`config.mk`:
```
export PLATFORM = sky130hd
export DESIGN_NAME = vending_ctrl_param
export DESIGN_NICKNAME = d
export VERILOG_FILES = /design/src/rtl/vending_ctrl_param.sv
export SDC_FILE = /design/constraint.sdc
export NUM_CORES = 1
export LEC_CHECK = 0
export CAP_MARGIN = 10
export CORE_ASPECT_RATIO = 0.6
export CORE_UTILIZATION = 41
export CTS_CLUSTER_SIZE = 8
export DETAILED_ROUTE_END_ITERATION = 16
export PLACE_DENSITY = 0.8
export REMOVE_ABC_BUFFERS = 1
export SETUP_SLACK_MARGIN = 0.15
export SLEW_MARGIN = 25
export SYNTH_ARGS = -nofsm -noshare
export SYNTH_HDL_FRONTEND = slang
export SYNTH_SLANG_ARGS = --single-unit
```
`constraint.sdc`:
```
create_clock -name clk -period 2.24 [get_ports clk]
set_input_delay 0.672 -clock clk [delete_from_list [all_inputs] [get_ports clk]]
set_output_delay 0.672 -clock clk [all_outputs]
set_load 0.05 [all_outputs]
```
`src/rtl/vending_ctrl_param.sv`:
```
// Parametrised vending controller: multi-denomination coin credit, vend with exact change,
// cancel/refund and stock tracking. Define VEND_TIMEOUT_EN to refund credit idle in ACCUM for TIMEOUT cycles.
module vending_ctrl_param #(
    parameter int UNIT_W     = 4,
    parameter int PRICE      = 3,
    parameter int STOCK_W    = 4,
    parameter int STOCK_INIT = 8,
    parameter int TIMEOUT    = 16
) (
    input  logic               clk,
    input  logic               rst,
    input  logic               coin_valid,
    input  logic [1:0]         coin,
    input  logic               cancel,
    input  logic               restock,
    output logic               coin_accept,
    output logic               coin_reject,
    output logic               vend,
    output logic               change_valid,
    output logic [UNIT_W-1:0]  change,
    output logic [UNIT_W-1:0]  credit,
    output logic [STOCK_W-1:0] stock,
    output logic               sold_out,
    output logic               busy,
    output logic [1:0]         state_dbg
);

    // Coin handshake: a coin is taken on an edge with coin_valid=1 and busy=0; exactly one of
    // coin_accept/coin_reject pulses in the following cycle, and the source holds coin until then.
    // state_dbg encoding: 0 IDLE, 1 ACCUM, 2 VEND, 3 REFUND.

    localparam int                 SW           = UNIT_W + 3;
    localparam logic [SW-1:0]      CREDIT_MAX   = SW'((2 ** UNIT_W) - 1);
    localparam logic [SW-1:0]      PRICE_W      = SW'(PRICE);
    localparam logic [UNIT_W-1:0]  PRICE_U      = UNIT_W'(PRICE);
    localparam logic [STOCK_W-1:0] STOCK_RELOAD = STOCK_W'(STOCK_INIT);

    if (PRICE < 1 || PRICE > (2 ** UNIT_W) - 1 || TIMEOUT < 1) begin : g_param_check
        $error("vending_ctrl_param: PRICE or TIMEOUT out of range");
    end

    typedef enum logic [1:0] {
        S_IDLE   = 2'd0,
        S_ACCUM  = 2'd1,
        S_VEND   = 2'd2,
        S_REFUND = 2'd3
    } state_t;

    state_t        state;
    logic [SW-1:0] coin_units;
    logic [SW-1:0] credit_sum;
    logic          coin_ok;
    logic          coin_take;
    logic          tmo_hit;

    always_comb begin
        coin_units = '0;
        case (coin)
            2'b01:   coin_units = SW'(1);
            2'b10:   coin_units = SW'(2);
            2'b11:   coin_units = SW'(4);
            default: coin_units = '0;
        endcase
    end

    // Sum is computed wider than credit so an overflowing coin is detected, not wrapped.
    assign credit_sum = SW'(credit) + coin_units;
    assign busy       = (state == S_VEND) || (state == S_REFUND);
    assign sold_out   = (stock == '0);
    assign state_dbg  = state;
    assign coin_ok    = (coin != 2'b00) && !sold_out && (credit_sum <= CREDIT_MAX) && !cancel;
    assign coin_take  = coin_valid && !busy && coin_ok;

`ifdef VEND_TIMEOUT_EN
    localparam int TW = $clog2(TIMEOUT + 1);
    logic [TW-1:0] tmo_cnt;

    assign tmo_hit = (state == S_ACCUM) && !cancel && !coin_take && (tmo_cnt == TW'(TIMEOUT - 1));

    always_ff @(posedge clk) begin
        if (rst || state != S_ACCUM || cancel || coin_take || tmo_hit) begin
            tmo_cnt <= '0;
        end else begin
            tmo_cnt <= tmo_cnt + TW'(1);
        end
    end
`else
    assign tmo_hit = 1'b0;
`endif

    always_ff @(posedge clk) begin
        if (rst) begin
            state        <= S_IDLE;
            credit       <= '0;
            change       <= '0;
            stock        <= STOCK_RELOAD;
            coin_accept  <= 1'b0;
            coin_reject  <= 1'b0;
            vend         <= 1'b0;
            change_valid <= 1'b0;
        end else begin
            coin_accept  <= 1'b0;
            coin_reject  <= 1'b0;
            vend         <= 1'b0;
            change_valid <= 1'b0;
            case (state)
                S_IDLE, S_ACCUM: begin
                    if (restock) begin
                        stock <= STOCK_RELOAD;
                    end
                    if (coin_valid) begin
                        coin_accept <= coin_ok;
                        coin_reject <= !coin_ok;
                    end
                    // A coin colliding with cancel is rejected, so coin_take and cancel never both win.
                    if (coin_take) begin
                        credit <= credit_sum[UNIT_W-1:0];
                        state  <= (credit_sum >= PRICE_W) ? S_VEND : S_ACCUM;
                    end else if (state == S_ACCUM && (cancel || tmo_hit)) begin
                        state <= S_REFUND;
                    end
                end
                S_VEND: begin
                    vend         <= 1'b1;
                    change_valid <= 1'b1;
                    change       <= credit - PRICE_U;
                    credit       <= '0;
                    if (!sold_out) begin
                        stock <= stock - STOCK_W'(1);
                    end
                    state <= S_IDLE;
                end
                default: begin
                    change_valid <= 1'b1;
                    change       <= credit;
                    credit       <= '0;
                    state        <= S_IDLE;
                end
            endcase
        end
    end

endmodule

```
# After elaboration in Yosys (flattened, before gate mapping)
# Index checks and enable logic that the tools add are counted.
[word_totals]
reg_bits = 18
latch_bits = 0
ramBits = 0
mem_bits_ro = 0
inputBits = 7
output_inout_bits = 20
elab_cells = 53
memories = 0
[classes]
n_addsub = 3
mul = 0
n_div = 0
magnitude_cmp = 2
eq_ne = 8
shifts = 0
n_mux = 10
bitwise_logic = 2
reduce_logical = 20
[ops]
columns = ["cell", "n"]
rows = [
  ["4-bit one-hot mux with 2 select lines", 2],
  ["3-bit one-hot mux with 3 select lines", 1],
  ["2-bit == test, second input constant", 4],
  ["4-bit 2-to-1 mux", 2],
  ["4-bit by 7-bit adder with 7-bit output", 1],
  ["7-bit by 2-bit greater-or-equal comparator with 1-bit output, second input constant", 1],
  ["7-bit by 4-bit <= comparator with 1-bit output, second input constant", 1],
  ["1-bit logical AND", 6],
  ["2-bit 2-to-1 mux", 3],
  ["2-bit nonzero test", 3],
  ["2-bit by 1-bit == test with 1-bit output, second input constant", 2],
  ["1-bit logical NOT", 4],
  ["4-bit logical NOT", 1],
  ["2-bit inequality test, second input constant", 2],
  ["2-bit OR reduction", 2],
  ["4-bit by 1-bit subtractor with 4-bit output, second input constant", 1],
  ["4-bit by 2-bit subtractor with 4-bit output, second input constant", 1],
  ["3-bit AND reduction", 1],
  ["3-bit OR reduction", 1],
  ["2-bit logical NOT", 1],
  ["1-bit 2-to-1 mux", 2],
  ["1-bit inverter", 2],
  ["1-bit logical OR", 1],
]

# Depth between registers and ports, before layout
[depth]
word_depth = 8
ltp_mapped = 8

# Worst setup path after synthesis
# Ideal clock, no wire load.
[synth_path]
kind = "input to register"
start = "in coin[0]"
end = "reg credit[2]"
arrival_time_ns = 2.341
required_ns = 2.161
slack_ns = -0.181
cell_stages = 8
path_buffers = 1
cell_sequence = "nor2b_1 -> ha_1 -> fa_1 -> a21o_1 -> a2111oi_4 -> buf_6 -> nor2_2 -> a211oi_2"
[synth_via]
elab_chain_len = 7
word_cells_on_any_way = 11
classes_between = "add/sub (1); order compare (1); eq/ne (3); mux (1); reduce/logical (5)"
[synth_rtl]
columns = ["item", "line_no", "source"]
rows = [
  ["start: declaration", "13", "input logic [1:0] coin,"],
  ["2-bit == test or 2-bit by 1-bit == test with 1-bit output (tied branches)", "58", "case (coin)"],
  ["3-bit one-hot mux with 3 select lines", "58", ""],
  ["4-bit by 7-bit adder with 7-bit output", "67", "assign credit_sum = SW'(credit) + coin_units;"],
  ["7-bit by 4-bit <= comparator with 1-bit output", "71", "assign coin_ok = (coin != 2'b00) && !sold_out && (credit_sum <= CREDIT_MAX) && !cancel;"],
  ["1-bit logical AND (2 in a row)", "71", ""],
  ["1-bit logical AND", "72", "assign coin_take = coin_valid && !busy && coin_ok;"],
  ["end signal: assignment", "117", "credit <= credit_sum[UNIT_W-1:0];"],
  ["end: declaration", "21", "output logic [UNIT_W-1:0] credit,"],
]
# Several ways; a longest one is shown, not always the timed one.
# A chain may end at the register's enable or synchronous reset.

# Worst setup path after layout
[layout_path]
start = "in coin[0]"
end = "reg state[0] (netlist: state_dbg[0])"
[layout_via]
elab_chain_len = 8
word_cells_on_any_way = 15
classes_between = "add/sub (1); order compare (2); eq/ne (3); mux (3); reduce/logical (6)"
[layout_rtl]
columns = ["item", "line_no", "source"]
rows = [
  ["2-bit == test or 2-bit by 1-bit == test with 1-bit output (tied branches)", "58", ""],
  ["3-bit one-hot mux with 3 select lines", "58", ""],
  ["4-bit by 7-bit adder with 7-bit output", "67", ""],
  ["7-bit by 4-bit <= comparator with 1-bit output", "71", ""],
  ["1-bit logical AND (2 in a row)", "71", ""],
  ["1-bit logical AND", "72", ""],
  ["2-bit 2-to-1 mux or 2-bit nonzero test (tied branches)", "-", ""],
  ["end signal: assignment", "118", "state <= (credit_sum >= PRICE_W) ? S_VEND : S_ACCUM;"],
  ["end: declaration", "49", "state_t state;"],
]
# Several ways; a longest one is shown, not always the timed one.

==> out/qor.txt <==
Global route overflow: 0
RSZ-0062 raised after global routing: yes
Sequential share of power: 41.0%
Mapped Area: 950 µm²
Final nets: 154
Total wire length: 2.22 mm
#FFs+latches synth: 18
Fin. Hold Viols: 0
Chip height: 39.3 µm
Int Pwr: 0.000600 W
Area of the core: 2180 µm²
Crit-path cells: buf_6 > nor2b_4 > ha_4 > fa_2 > a21o_1 > a2111oi_4 > buf_6 > nand2b_1 > a21oi_2
Period Utilization, post-route: 99.3%
Final worst setup slack: 0.0163 ns
Switch Pwr: 0.000271 W
Main synth FF type: dfxtp_1
FMAX: 0.450 GHz
Area after DPL: 1320 µm²
Pre-CTS WS: -0.721 ns
Number of global-route vias before repair: 754
Die width: 64.1 µm
Busiest grt layer: met2
CTS tree: done
Vias per cell: 5.02
Residual DRC: 0
Final instance area: 1440 µm²
Final setup fails: 0
N_diodes: 0
Mapped Avg Cell Area: 9.50 µm²
Placement Rows: 13
Unique masters post-synth: 33
Fin crit period: 2.22 ns
Crit path launch type: input port
Max FO, Critical Path: 5
Most numerous cell on the critical path: buf_6
Max-cap violations: 0
P&R area growth vs syn: 51.9%
Layout cell share with drive strength beyond 1: 30.9%
Mapped Cells: 100
Die Footprint: 2520 µm²
Area of the multi-input gates: 594 µm²
First-pass GRT wire length: 3.51 mm
Switching Share: 31.2%
Met2 Resource Use GR: 28.7%
Crit-path max cell delay: 0.39 ns
Root Driver: clkbuf_8
Clk_lat worst skew: 0.25 ns
Post-synthesis sequential area ratio: 37.9%
Async S/R FF share, synth: 0%
Starting Density: 43.6%
Register area: 360 µm²
Slew of the pin with the lowest slew margin: 0.522 ns
Initial DRC count: 24
Post-synth EDFFs: 0
Fillers: 183
Crit path capture type: flop
Crit-path slowest cell: fa_2
Clk sinks: 18
Power per cell area: 604 nW/µm²
Vias: 849
Worst path arrival time: 2.37 ns
Part of the power in combinational logic: 28.6%
Antenna violations before repair: 0
Cts hold-fix bufs: 0
Met1 Resource Use GR: 25.5%
DRT Pass-1 Iters: 5
Met3 Track Usage GR: 6.98%
Placed insts: 162
Pin count of the biggest net entering global routing: 11
Clock slew at reported path FFs: 0.07 ns
Clock power share: 30.3%
Status: complete, no violations
Top Ports: 27
Routed len/inst: 13.1 µm
Data required, critical path: 2.39 ns
Slew HR: 65.1%
# port buffers: 26
Overall Global Routing Usage: 19.0%
TritonCTS buffer count: 3
Post-layout instance count excluding filler cells: 169
HP Class: reg2reg
Antenna-violating nets left: 0
WS Path Type: in2reg
Leak Pwr: 0.665 nW
H-Tree Depth: 1
Skew final: 0.00243 ns
Max Slew Vio Count: 0
Max IR drop VDD: 0.412 mV
Placed wire-length estimate: 1.63 mm
Syn. warnings: 0
Final GP Congestion: 0.819
Clk buf depth: 2
==> layout by cell type, fill, tap and decap left out, drive strengths merged <==
master         instances
buf                   25
nand2b                 5
a31oi                  1
nand4                  2
a32o                   1
dlymetal6s2s           4
nand2                  4
inv                    3
o21bai                 1
a311oi                 1
a211oi                 5
a21o                   2
mux2i                  4
nor2                  10
nand3                  2
nor3b                  1
dlygate4sd2            3
or2                    1
nor2b                  5
o21ai                  5
and3                   1
xnor2                  4
and2                   2
clkdlybuf4s50          8
fa                     1
ha                     6
dfxtp                 18
nor3                   2
a211o                  1
clkbuf                 4
a2111oi                1
a21oi                  4
or3                    2
==> worst paths after layout <==
check                           cells past startpoint       from            to  slack (ns)
worst max-delay path                                9    coin[0]  state_dbg[0]        0.02
worst min-delay path                                2  change[0]     change[0]        0.49
worst max register to register                      7  credit[0]  state_dbg[0]        0.30
worst min register to register                      2  change[0]     change[0]        0.49
==> cell type report <==
type	instances	share of cell area, %
tap	30	2.60
sequential	18	25.0
clock buffer	4	3.82
inverter	3	0.781
timing repair buffer	40	26.6
multi-input combinational	74	41.2
==> metal layers <==
layer | vias to the layer above | wire length (µm)
met1 | 394 | 1110
met2 | 22 | 982
met3 | 0 | 119
met4 | 0 | 0
li1 | 433 | -
met5 | - | 0
==> sequential cells by signal, indices dropped and copies added, names as in the netlist <==
signal and count:
change 4, change_valid 1, coin_accept 1, coin_reject 1, credit 4, state_dbg 2, stock 4, vend 1
==> synthesized netlist by cell type, drive strengths merged (3+ instances only) <==
cell | number | area share, %
nor2 | 10 | 4.2
mux2i | 4 | 4.2
xnor2 | 4 | 3.7
nand2b | 5 | 3.3
inv | 3 | 1.2
nor2b | 5 | 3.3
a211oi | 5 | 4.5
dfxtp | 18 | 38
o21ai | 5 | 3.0
nand2 | 4 | 1.6
a21oi | 4 | 2.1
clkbuf | 4 | 1.6
ha | 6 | 7.9
==> power groups by stage <==
stage / clock network [W] / logic, W / registers [W]
2_1_floorplan: 0 / 0.0000855 / 0.000424
3_3_place_gp: 0 / 0.000233 / 0.000363
3_5_place_dp: 0 / 0.000239 / 0.000364
4_1_cts: 0.000268 / 0.000246 / 0.000357
5_1_grt: 0.000288 / 0.000267 / 0.000360
6_report: 0.000264 / 0.000249 / 0.000357
==> through the flow <==
stage,power (W),hold slack (ns),util [%],setup TNS [ns]
floorplan,0.000510,0.704,-,-1.54
global placement,0.000597,0.477,60.5,-4.32
detailed placement,0.000603,0.480,60.5,-4.99
CTS,0.000871,0.497,64.8,0
global route,0.000915,0.523,66.2,-0.127
finish,0.000871,0.489,66.2,0
==> worst max-delay path: cells and delay by family <==
kind / cells / cell delay, ns
buf+inv: 2 / 0.27
compound gates: 3 / 0.63
fa+ha+maj: 2 / 0.55
simple gates: 2 / 0.25
==> logic make-up after synthesis <==
group,share of synthesized area (%)
AO/OA/AOI/OAI,18.4
XOR/XNOR,3.69
adder cells (fa/ha/maj),10.0
buffers and inverters,3.95
flip-flops,37.9
multiplexers,4.22
AND/OR/NAND/NOR,21.7
==> timing repair <==
item,in CTS,in global routing
setup endpoints to repair,12,11
setup buffers,1,1
resized for setup,22,7
pin swaps,6,1
cloned,1,0
(Power assumes the default switching activity.)
